File: src/rtl/mac_pkg.sv
// Shared widths and FSM encoding for the MAC operand feeder.
// Every width in the feeder and its FIFO is derived from here.
package mac_pkg;

    localparam int unsigned OP_W  = 12;
    localparam int unsigned ACC_W = 25;
    localparam int unsigned ENT_W = 2 * OP_W + 1;

    typedef enum logic [1:0] {
        StIdle   = 2'd0,
        StAccum  = 2'd1,
        StDrain  = 2'd2,
        StResult = 2'd3
    } state_e;

endpackage

File: src/rtl/op_fifo.sv
// Synchronous operand-pair FIFO. Each pointer carries an extra MSB so that a
// full FIFO can be told apart from an empty one.
module op_fifo
    import mac_pkg::*;
#(
    parameter int unsigned DEPTH = 4,
    parameter int unsigned WIDTH = ENT_W
) (
    input  logic             clk,
    input  logic             reset_n,
    input  logic             push,
    input  logic [WIDTH-1:0] wdata,
    input  logic             pop,
    output logic [WIDTH-1:0] rdata,
    output logic             full,
    output logic             empty
);

    localparam int unsigned AW = $clog2(DEPTH);

    logic [AW:0]      wr_ptr_q, wr_ptr_d;
    logic [AW:0]      rd_ptr_q, rd_ptr_d;
    logic [WIDTH-1:0] mem [DEPTH];
    logic             do_push, do_pop;

    assign empty   = (wr_ptr_q == rd_ptr_q);
    assign full    = (wr_ptr_q[AW] != rd_ptr_q[AW]) &&
                     (wr_ptr_q[AW-1:0] == rd_ptr_q[AW-1:0]);
    assign do_push = push && !full;
    assign do_pop  = pop && !empty;
    assign rdata   = mem[rd_ptr_q[AW-1:0]];

    always_comb begin
        wr_ptr_d = wr_ptr_q;
        rd_ptr_d = rd_ptr_q;
        if (do_push) begin
            wr_ptr_d = wr_ptr_q + 1'b1;
        end
        if (do_pop) begin
            rd_ptr_d = rd_ptr_q + 1'b1;
        end
    end

    always_ff @(posedge clk or negedge reset_n) begin
        if (!reset_n) begin
            wr_ptr_q <= '0;
            rd_ptr_q <= '0;
        end else begin
            wr_ptr_q <= wr_ptr_d;
            rd_ptr_q <= rd_ptr_d;
        end
    end

    // Storage needs no reset; the pointers alone define what is valid.
    always_ff @(posedge clk) begin
        if (do_push) begin
            mem[wr_ptr_q[AW-1:0]] <= wdata;
        end
    end

endmodule

File: src/rtl/mac_feeder.sv
// Buffers operand pairs, streams one vector at a time into an external
// multiply-accumulate unit and captures its sum once the vector has ended.
module mac_feeder
    import mac_pkg::*;
#(
    parameter int unsigned FIFO_DEPTH = 4,
    parameter int unsigned CNT_W      = 8
) (
    input  logic             clk,
    input  logic             reset_n,
    input  logic             in_valid,
    output logic             in_ready,
    input  logic [OP_W-1:0]  in_a,
    input  logic [OP_W-1:0]  in_b,
    input  logic             in_last,
    output logic [OP_W-1:0]  mac_a,
    output logic [OP_W-1:0]  mac_b,
    output logic             mac_clr,
    input  logic [ACC_W-1:0] mac_sum,
    output logic             res_valid,
    input  logic             res_ready,
    output logic [ACC_W-1:0] res_data,
    output logic [CNT_W-1:0] res_count
);

    state_e             state_q, state_d;
    logic [CNT_W-1:0]   cnt_q, cnt_d;
    logic               res_valid_q, res_valid_d;
    logic [ACC_W-1:0]   res_data_q, res_data_d;
    logic [CNT_W-1:0]   res_count_q, res_count_d;
    logic               init_q;

    logic               fifo_full, fifo_empty, fifo_pop;
    logic [ENT_W-1:0]   fifo_rdata;
    logic               head_last;
    logic [OP_W-1:0]    head_a, head_b;

    assign {head_last, head_a, head_b} = fifo_rdata;

    // init_q keeps in_ready low until the first edge after reset releases.
    assign in_ready = init_q && !fifo_full;

    op_fifo #(
        .DEPTH (FIFO_DEPTH),
        .WIDTH (ENT_W)
    ) u_op_fifo (
        .clk     (clk),
        .reset_n (reset_n),
        .push    (in_valid && in_ready),
        .wdata   ({in_last, in_a, in_b}),
        .pop     (fifo_pop),
        .rdata   (fifo_rdata),
        .full    (fifo_full),
        .empty   (fifo_empty)
    );

    always_comb begin
        state_d     = state_q;
        cnt_d       = cnt_q;
        res_valid_d = res_valid_q;
        res_data_d  = res_data_q;
        res_count_d = res_count_q;
        fifo_pop    = 1'b0;
        mac_a       = '0;
        mac_b       = '0;
        mac_clr     = 1'b1;
        unique case (state_q)
            StIdle: begin
                if (!fifo_empty) begin
                    state_d = StAccum;
                    cnt_d   = '0;
                end
            end
            StAccum: begin
                mac_clr = 1'b0;
                // An empty FIFO leaves zeros on the operands so the sum holds.
                if (!fifo_empty) begin
                    fifo_pop = 1'b1;
                    mac_a    = head_a;
                    mac_b    = head_b;
                    if (cnt_q != '1) begin
                        cnt_d = cnt_q + 1'b1;
                    end
                    if (head_last) begin
                        state_d = StDrain;
                    end
                end
            end
            StDrain: begin
                mac_clr     = 1'b0;
                res_data_d  = mac_sum;
                res_count_d = cnt_q;
                res_valid_d = 1'b1;
                state_d     = StResult;
            end
            StResult: begin
                if (res_ready) begin
                    res_valid_d = 1'b0;
                    state_d     = StIdle;
                end
            end
            default: state_d = StIdle;
        endcase
    end

    always_ff @(posedge clk or negedge reset_n) begin
        if (!reset_n) begin
            state_q     <= StIdle;
            cnt_q       <= '0;
            res_valid_q <= 1'b0;
            res_data_q  <= '0;
            res_count_q <= '0;
            init_q      <= 1'b0;
        end else begin
            state_q     <= state_d;
            cnt_q       <= cnt_d;
            res_valid_q <= res_valid_d;
            res_data_q  <= res_data_d;
            res_count_q <= res_count_d;
            init_q      <= 1'b1;
        end
    end

    assign res_valid = res_valid_q;
    assign res_data  = res_data_q;
    assign res_count = res_count_q;

endmodule

File: config.mk
export PLATFORM = sky130hd
export DESIGN_NAME = mac_feeder
export DESIGN_NICKNAME = d
export VERILOG_FILES = /design/src/rtl/mac_pkg.sv /design/src/rtl/op_fifo.sv /design/src/rtl/mac_feeder.sv
export SDC_FILE = /design/constraint.sdc
export NUM_CORES = 1
export LEC_CHECK = 0
export ABC_AREA = 1
export CORE_ASPECT_RATIO = 1.1
export CORE_MARGIN = 3
export CORE_UTILIZATION = 54
export CTS_BUF_LIST = sky130_fd_sc_hd__clkbuf_4 sky130_fd_sc_hd__clkbuf_8
export DETAILED_ROUTE_END_ITERATION = 7
export GPL_ROUTABILITY_DRIVEN = 0
export PLACE_DENSITY = 0.81
export SYNTH_ARGS = -nofsm -noshare
export SYNTH_HDL_FRONTEND = slang
export SYNTH_SLANG_ARGS = --single-unit
File: constraint.sdc
create_clock -name clk -period 3.1 [get_ports clk]
set_clock_uncertainty 0.05 [all_clocks]
set_input_delay 0.31 -clock clk [delete_from_list [all_inputs] [get_ports clk]]
set_output_delay 0.31 -clock clk [all_outputs]
set_load 0.01 [all_outputs]
# ---- After elaboration in Yosys (flattened, before gate mapping)
# Memory sizes are Yosys's and may differ from the RTL's.
# Cells that the tools add are included.
# Widths: inputs -> output; s select.
dict set report classes {
  n_addsub 3
  n_eq_ne 12
  n_mux 20
  n_reduce_logical 14
}
# op count
set op_table {}
lappend op_table {{$mux 12} 4}
lappend op_table {{$mux 8} 3}
lappend op_table {{$pmux 8 s2} 1}
lappend op_table {{$ne 2x2->1 const B} 5}
lappend op_table {{$add 8x1->8 const B} 1}
lappend op_table {{$mux 2} 4}
lappend op_table {{$ne 8x8->1 const B} 1}
lappend op_table {{$pmux 2 s4} 1}
lappend op_table {{$reduce_and 4->1} 2}
lappend op_table {{$add 3x1->3 const B} 2}
lappend op_table {{$mux 1} 6}
lappend op_table {{$logic_and 1x1->1} 5}
lappend op_table {{$eq 2x2->1 const B} 2}
lappend op_table {{$reduce_bool 2->1} 2}
lappend op_table {{$eq 3x3->1} 1}
lappend op_table {{$eq 2x1->1 const B} 1}
lappend op_table {{$eq 2x2->1} 1}
lappend op_table {{$logic_not 1->1} 2}
lappend op_table {{$logic_not 2->1} 1}
lappend op_table {{$pmux 1 s2} 1}
lappend op_table {{$reduce_and 2->1} 1}
lappend op_table {{$reduce_or 2->1} 1}
lappend op_table {{$ne 1x1->1} 1}
dict set report word_totals {
  reg_bits 51
  mem_bits_rw 100
  in_bits 54
  out_inout_bits 60
  elab_cells 58
  memories 1
}
# memory words width read_ports rd_clocked_by_memory_dff write_ports line
set mem_list {}
lappend mem_list {u_op_fifo.mem 4 25 1 0 1 op_fifo.sv:23} ;# logic [WIDTH-1:0] mem [DEPTH];

# ---- Logic depth before layout (Yosys ltp)
# Gate-level depths: netlist (run 1).
dict set report depth {
  ltp_word 8
  ltp_mapped 9
  depth_no_buf 7
}

# ---- Modules after synthesis
# From an unflattened synthesis (run 1), not the netlist that was laid out.
dict set report hier_totals {
  cells_unflattened 525
  area_unflattened_um2 6317.3
}
# module n_inst cells_each area_per_inst_um2 seq_area_each_um2
set modules_own_cells {}
lappend modules_own_cells {op_fifo 1 303 4162.7 3153.0}
lappend modules_own_cells {mac_feeder 1 222 2154.6 1126.1}

# ---- Least setup slack after synthesis (run 1)
# Ideal clock, no wire load.
dict set report synth_timing {
  path_kind {register to register}
  from {register u_op_fifo.rd_ptr_q[1]}
  to {memory u_op_fifo.mem[0][0] (netlist name) (enable)}
  setup_time_ns 0.407
  arrival_ns 2.085
  t_required_ns 2.643
  setup_slack_ns 0.558
  path_stages_with_launch 7
  path_buffers 1
  synth_period_minus_slack_ns 2.542
  cell_sequence {dfrtp_1 buf_4 nand2_1 nand2_2 nand4_1 nand3_2 nor2_1}
}
dict set report synth_between {
  elab_chain_cells 8
}
# element line
set synth_lines {}
lappend synth_lines {{start: declaration} op_fifo.sv:22} ;# logic [AW:0] rd_ptr_q, rd_ptr_d;
lappend synth_lines {{start signal: assignment} op_fifo.sv:50} ;# rd_ptr_q <= rd_ptr_d;
lappend synth_lines {{$eq 2x2->1 *} op_fifo.sv:28} ;# (wr_ptr_q[AW-1:0] == rd_ptr_q[AW-1:0]);
lappend synth_lines {{$logic_and 1x1->1 *} op_fifo.sv:27} ;# assign full = (wr_ptr_q[AW] != rd_ptr_q[AW]) &&
lappend synth_lines {{$logic_not 1->1 *} {op_fifo.sv:29, mac_feeder.sv:41}}
lappend synth_lines {{$logic_and 1x1->1} mac_feeder.sv:41} ;# assign in_ready = init_q && !fifo_full;
lappend synth_lines {{$logic_and 1x1->1} mac_feeder.sv:49} ;# .push (in_valid && in_ready),
lappend synth_lines {{$logic_and 1x1->1 *} op_fifo.sv:29} ;# assign do_push = push && !full;
lappend synth_lines {{$mux 1 *} op_fifo.sv:56} ;# if (do_push) begin
lappend synth_lines {{$mux 1 (not written as such) *} op_fifo.sv:57} ;# mem[wr_ptr_q[AW-1:0]] <= wdata;
lappend synth_lines {{end: declaration} op_fifo.sv:23}
# Every way passes the cells marked *; elsewhere a longest branch is shown, timed or not.

# ---- Worst setup path after layout (run 1)
dict set report layout_timing {
  from {register u_op_fifo.rd_ptr_q[0]}
  to {output mac_a[6]}
}
dict set report layout_between {
  elab_chain_cells 3
  elab_cells_between_ends 4
  classes_between {1 x eq/ne; 2 x mux; 1 x memory}
}
# element line
set layout_lines {}
lappend layout_lines {{$mem_v2 4x25 or $eq 3x3->1 (tied branches)} -}
lappend layout_lines {{$mux 12 *} mac_feeder.sv:77} ;# if (!fifo_empty) begin
lappend layout_lines {{$mux 12 *} mac_feeder.sv:67} ;# unique case (state_q)
lappend layout_lines {{end: declaration} mac_feeder.sv:16} ;# output logic [OP_W-1:0] mac_a,
# Marks and branches as above.

==> reports/results.ini, run 1 <==
[clock_tree]
tritoncts_num_sinks=151
clkTransAtPathRegs_ns=0.08
numCtsBuffers=17
clock_insertion_delay_worst_skew_ns=0.44
clock_tree.buffer_depth=2
cts.hold.buffers_added=0
cts-htree-levels=4
tritoncts=done
clock-root-buffer=sky130_fd_sc_hd__clkbuf_8

[setup_path]
worst_setup_path_end_kind=output pin
slowest_stage=sky130_fd_sc_hd__dfrtp_4
critPathMostFrequentCell=sky130_fd_sc_hd__nor2_1
cp_data_arrival_time_ns=2.59
worst_setup_path_start_kind=flip-flop
slowest_delay_ns=0.59
critical_path_peak_fanout=34
critical_path.cell_chain=buf_4, nor2_1, nor2_1, o21ai_0, a21oi_2, clkdlybuf4s50_1
cp_data_required_time_ns=2.74
path_class=flip-flop to output pin

[yosys]
ys_seq_elements=151
post_synth_fa_ha_maj_area_fraction=0.0199
synthCells=578
synth_sequential_area_ratio=0.679
synth_compound_gate_area_share=0.0782
largest_family_of_logic_cells_by_synthesized_area=simple AND/OR/NAND/NOR gates
syn_nets=642
synthesized_area_fraction_occupied_by_and_or_nand_nor_cells=0.173
synth.avg_cell_area_um2=10.9
post_synth_num_cell_types=31
syn_area_um2=6300
yosys-mux-area-fraction=0
synth_xor_area_frac=0.00854
ys.warnings.count=0

[die]
top_level_ports=114
start_util=0.565
core_um2=11200
design.die.area_um2=13000
floorplan.die.width_um=109
num_rows=40
die-height_um=119

[sta]
totalNegativeSetupSlack_ns=0
min_period_over_period=0.953
worst-slew-pin-transition_ns=1.08
post-route-min-period_ns=2.95
clock.fmax_mhz=339
timing.final.hold_violations=0
timing_max_transition_violations_final=0
rsz0062_at_grt=false
setup_viol_count_final=0
timing.max_slew.rel_slack=0.282

[grt]
grt_pass1_wl_mm=21.4
antenna_violations_before_repair=0
total_congestion_overflow=0
grt_max_degree=52
grt_pass1_vias=4461
global_route.usage.total=0.214

[final_layout]
nNetsFinal=755
postLayoutCellArea_um2=8010
layout_commonest_cell=sky130_fd_sc_hd__nand2_1
layout-drive-gt1-share=0.0994
area.growth.synth_to_final_pct=27.1
fillCellCount=773
final_cell_mix=sky130_fd_sc_hd__nand2_1, sky130_fd_sc_hd__clkdlybuf4s50_1, sky130_fd_sc_hd__nor2_1, sky130_fd_sc_hd__edfxtp_1, sky130_fd_sc_hd__o21ai_0
instances_no_fill=851
antenna-diode-count=0

[drt]
violation_count_after_the_first_detailed_route_iteration=328
routed_wirelength_mm=13.4
wl_per_cell_um=15.7
avgViaCountPerCell=5.21
post_detailed_route_count_of_antenna_violating_nets=0
vias=4434
drt-pass1-iter-count=5
route.detailed.drc=0

[pwr]
p_leak_nw=3.15
vdd_ir_drop_max_uv=522
power.density_cell_area_nw_per_um2=901

[placed_design]
placement.cell_area_um2=7600
buffer_ports.inserted=113
placedCellCount=819
detailedPlacementHpwl_mm=8.71

[job]
max-cap-violations=0

[status]
run_status=complete, no violations

[hold_path]
holdCritPathClass=primary input to async pin

==> Yosys cell counts <==
cell                       instances  area, µm²
sky130_fd_sc_hd__nand4_1           7       43.8
sky130_fd_sc_hd__clkbuf_1         12       45.0
sky130_fd_sc_hd__ha_1             10        125
sky130_fd_sc_hd__inv_4             1       6.26
sky130_fd_sc_hd__nand3_1          11       55.1
sky130_fd_sc_hd__xnor2_4           1       27.5
sky130_fd_sc_hd__nor2_1          104        390
sky130_fd_sc_hd__buf_8             1       15.0
sky130_fd_sc_hd__dfrtp_1          51       1280
sky130_fd_sc_hd__a21oi_2          10       87.6
sky130_fd_sc_hd__buf_4             2       15.0
sky130_fd_sc_hd__buf_6             2       22.5
sky130_fd_sc_hd__buf_1             2       7.51
sky130_fd_sc_hd__nor2_2            1       6.26
sky130_fd_sc_hd__buf_2             9       45.0
sky130_fd_sc_hd__o21ai_0          58        290
sky130_fd_sc_hd__nand2_4           1       11.3
sky130_fd_sc_hd__a21oi_1          15       75.1
sky130_fd_sc_hd__inv_1            26       97.6
sky130_fd_sc_hd__nand2_2           2       12.5
sky130_fd_sc_hd__nand3_4           2       35.0
sky130_fd_sc_hd__inv_2             1       3.75
sky130_fd_sc_hd__o21ai_1           8       40.0
sky130_fd_sc_hd__edfxtp_1        100       3000
sky130_fd_sc_hd__nand3_2           1       10.0
sky130_fd_sc_hd__xnor2_1           1       8.76
sky130_fd_sc_hd__or2_2             3       18.8
sky130_fd_sc_hd__xor2_1            2       17.5
sky130_fd_sc_hd__nand3b_1          2       15.0
sky130_fd_sc_hd__nand2_1         131        492
sky130_fd_sc_hd__conb_1            1       3.75
==> metrics by stage <==
stage,power (W),util,hold slack [ns],worst slack [ns]
global placement,0.00565,0.681,0.403,0.655
detailed placement,0.00575,0.681,0.409,0.609
finish,0.00722,0.718,0.0148,0.146
floorplan,0.00457,-,-0.0356,0.558
global route,0.00768,0.718,0.0932,0.00362
CTS,0.00727,0.717,0.0376,0.0449
==> worst max-delay path, delay by kind of cell, from the launching register on <==
| family | cells | cell delay, ns |
|---|---|---|
| buffers and inverters | 2 | 0.95 |
| DFF | 1 | 0.59 |
| AOI/OAI and AO/OA | 2 | 0.31 |
| and+or+nand+nor | 2 | 0.28 |
==> final timing paths <==
| kind | startpoint | end | slack, ns | depth (start not counted) |
|---|---|---|---|---|
| setup reg to reg | u_op_fifo.rd_ptr_q[1] | u_op_fifo.mem[3][23] | 0.74 | 7 |
| min in group clk | mac_sum[9] | res_data[9] | 0.36 | 3 |
| max in group asynchronous | reset_n | u_op_fifo.rd_ptr_q[0] | 2.22 | 1 |
| hold reg to reg | res_data[2] | res_data[2] | 0.43 | 2 |
| hold / removal | reset_n | cnt_q[7] | 0.01 | 1 |
| setup / recovery | u_op_fifo.rd_ptr_q[0] | mac_a[6] | 0.15 | 6 |
==> what timing repair did <==
action,4_1_cts,5_1_grt
gates resized for setup,0,2
setup buffers,0,0
endpoints found under the hold margin,0,0
endpoints found under the setup margin,0,9
==> kinds of logic (layout without fill, tap and decap cells) <==
logic type      after synthesis  after routing
xor+xnor                      4              4
compound gates               91             91
buf+inv                      56            182
fa+ha+maj                    10             10
flops                       151            151
other cells                   1              1
simple gates                265            265
==> state kept, by name (all words and copies together), names as in the netlist <==
name,cells
cnt_q,8
state_q,2
init_q,1
res_valid,1
res_count,8
u_op_fifo.wr_ptr_q,3
u_op_fifo.mem,100
res_data,25
u_op_fifo.rd_ptr_q,3
==> power breakdown <==
group	internal (W)	switching, W
combinational	0.00123	0.00167
sequential	0.00255	0.000253
clock	0.000808	0.000699
==> metal layers <==
layer	share of wire	global-route usage	up-vias	wire (µm)
li1	-	-	2151	-
met1	0.40	0.262	2100	5410
met2	0.51	0.363	169	6820
met3	0.075	0.0602	14	1010
met4	0.010	0.0702	0	136
met5	0	0	-	0
==> cell type report <==
type,instances,area [µm²],area share
Clock buffer,19,249,0.0311
Multi-Input combinational cell,371,1780,0.222
Sequential cell,151,4280,0.535
Clock inverter,13,155,0.0194
Inverter,28,108,0.0134
Tap cell,147,184,0.0230
Timing Repair Buffer,122,1260,0.157
Power figures use the tool's default switching activity.
==> run 2, diff against run 1 <==
--- a/config.mk
+++ b/config.mk
@@ -8,11 +8,11 @@
 export ABC_AREA = 1
 export CORE_ASPECT_RATIO = 1.1
 export CORE_MARGIN = 3
-export CORE_UTILIZATION = 54
+export CORE_UTILIZATION = 58
 export CTS_BUF_LIST = sky130_fd_sc_hd__clkbuf_4 sky130_fd_sc_hd__clkbuf_8
 export DETAILED_ROUTE_END_ITERATION = 7
 export GPL_ROUTABILITY_DRIVEN = 0
-export PLACE_DENSITY = 0.81
+export PLACE_DENSITY = 0.86
 export SYNTH_ARGS = -nofsm -noshare
 export SYNTH_HDL_FRONTEND = slang
 export SYNTH_SLANG_ARGS = --single-unit
==> constraint.sdc (replaced) <==
create_clock -name clk -period 3.4 [get_ports clk]
set_clock_uncertainty 0.05 [all_clocks]
set_input_delay 0.34 -clock clk [delete_from_list [all_inputs] [get_ports clk]]
set_output_delay 0.34 -clock clk [all_outputs]
set_load 0.01 [all_outputs]
==> run 2 against run 1 <==
Against the previous run: die area is 6.5% lower; routed wire length is 0.40% higher; count of clock-buffer cells in the layout down 1; non-clock buffer count stayed put; setup slack improved by 0.093 ns; core utilization up 4.1 points; cell count fell by 0.47%; hold slack improved by 0.028 ns; register-to-register slack better by 0.38 ns; power is 8.9% lower; via count grew 1.5%.
==> reports/results.ini, run 2 (synthesis gave the netlist of run 1 again) <==
[status]
run_status=complete, no violations

[pwr]
p_leak_nw=3.13
internal_w=0.00417
p_switching_w=0.00240
comb_power_share=0.397
power_frac_clock=0.214
switching_share=0.366
sequentialPowerShare=0.389
post-layout-total-power_w=0.00657
power.density_cell_area_nw_per_um2=825
vdd_ir_drop_max_uv=488

[die]
floorplan.die.width_um=105
start_util=0.601
core_um2=10500
top_level_ports=114
design.die.area_um2=12200
num_rows=39
die-height_um=115

[sta]
post-route-min-period_ns=3.16
timing.max_slew.rel_slack=0.262
totalNegativeSetupSlack_ns=0
setup_viol_count_final=0
rsz0062_at_grt=false
worst-slew-pin-transition_ns=1.11
timing.final.hold_violations=0
finalHoldWorstSlack_ns=0.0431
timing_max_transition_violations_final=0
min_period_over_period=0.930
clock.fmax_mhz=316

[job]
max-cap-violations=0

[setup_path]
path_class=flip-flop to output pin
cp_data_arrival_time_ns=2.77
cp_data_required_time_ns=3.01
critical_path_peak_fanout=34
worst_setup_path_start_kind=flip-flop
worst_setup_path_end_kind=output pin

[clock_tree]
tritoncts=done
cts.repair_timing.setup_buffer_count=0
clock_insertion_delay_worst_skew_ns=0.44
postCtsResizedCells=0
numCtsBuffers=17
clock-root-buffer=sky130_fd_sc_hd__clkbuf_8
cts-htree-levels=4
clock_tree.buffer_depth=2
tritoncts_num_sinks=151
cts.hold.buffers_added=0
clkTransAtPathRegs_ns=0.08

[final_layout]
final_util=0.759
number_of_flip_flops_in_the_largest_register=100
area.growth.synth_to_final_pct=26.4
layout_commonest_cell=sky130_fd_sc_hd__nand2_1
antenna-diode-count=0
layout-drive-gt1-share=0.0980
nNetsFinal=755
final_cell_mix=sky130_fd_sc_hd__nand2_1, sky130_fd_sc_hd__clkdlybuf4s50_1, sky130_fd_sc_hd__nor2_1, sky130_fd_sc_hd__edfxtp_1, sky130_fd_sc_hd__o21ai_0
postLayoutCellArea_um2=7960

[grt]
grt_pass1_wl_mm=21.4
grt_pass1_vias=4620
global_route.usage.total=0.227
antenna_violations_before_repair=0
total_congestion_overflow=0
grt_max_degree=52

[drt]
wl_per_cell_um=15.9
routed_wirelength_mm=13.4
vias=4499
route.detailed.drc=0
violation_count_after_the_first_detailed_route_iteration=295
drt-pass1-iter-count=5
avgViaCountPerCell=5.31
post_detailed_route_count_of_antenna_violating_nets=0

[placed_design]
placement.cell_area_um2=7550
detailedPlacementHpwl_mm=8.71
buffer_ports.inserted=113

[hold_path]
holdCritPathClass=primary input to async pin

-- run 2: cell count changes in the layout (fill, tap and decap cells not counted), sizes merged --
cell / change
clkinvlp: +1
clkbuf: -1
clkinv: -2
inv: +2
-- run 2: power by group through the flow --
stage	Clock, W	Sequential [W]	Combinational [W]
after detailed placement	0	0.00259	0.00261
after global routing	0.00150	0.00260	0.00289
after global placement	0	0.00257	0.00251
final	0.00141	0.00256	0.00261
after CTS	0.00143	0.00256	0.00264
after floorplan	0	0.00259	0.00157
-- run 2: per-stage QoR --
step                      cells  setup WS [ns]
after floorplan             578          0.858
after global placement      815          0.883
after detailed placement    815          0.738
after CTS                   847          0.220
after global routing        847         0.0657
final                       847          0.238
-- run 2: critical path: stages (launching register included) --
cell	delay, ns
sky130_fd_sc_hd__dfrtp_2	0.73
sky130_fd_sc_hd__inv_1	0.42
sky130_fd_sc_hd__buf_12	0.29
sky130_fd_sc_hd__o21ai_0	0.27
sky130_fd_sc_hd__a21oi_2	0.11
sky130_fd_sc_hd__clkdlybuf4s50_1	0.50
-- run 2: area by class of cell --
cell class	instances	area [µm²]
fillers	671	2530
clock buffers	18	241
well taps	143	179
multi-input cells	371	1780
repair buffers	122	1210
flip-flops and latches	151	4280
clock inverters	14	174
inverters	28	108
-- run 2: path summary, 6_finish.rpt --
kind	slack, ns	depth (start not counted)	to	from
setup / recovery	0.24	5	mac_a[2]	u_op_fifo.rd_ptr_q[0]
hold / removal	0.04	1	res_count[7]	reset_n
setup reg to reg	1.12	8	u_op_fifo.mem[1][2]	u_op_fifo.rd_ptr_q[1]
hold reg to reg	0.43	2	res_count[2]	res_count[2]
max in group asynchronous	2.51	1	u_op_fifo.rd_ptr_q[0]	reset_n
min in group clk	0.38	3	res_data[12]	mac_sum[12]
-- run 2: per-layer routing --
layer,track usage,wire length [µm],share of wire
met1,0.261,5310,0.40
met2,0.395,6820,0.51
met3,0.0780,1080,0.080
met4,0.0884,224,0.017
met5,0,0,0
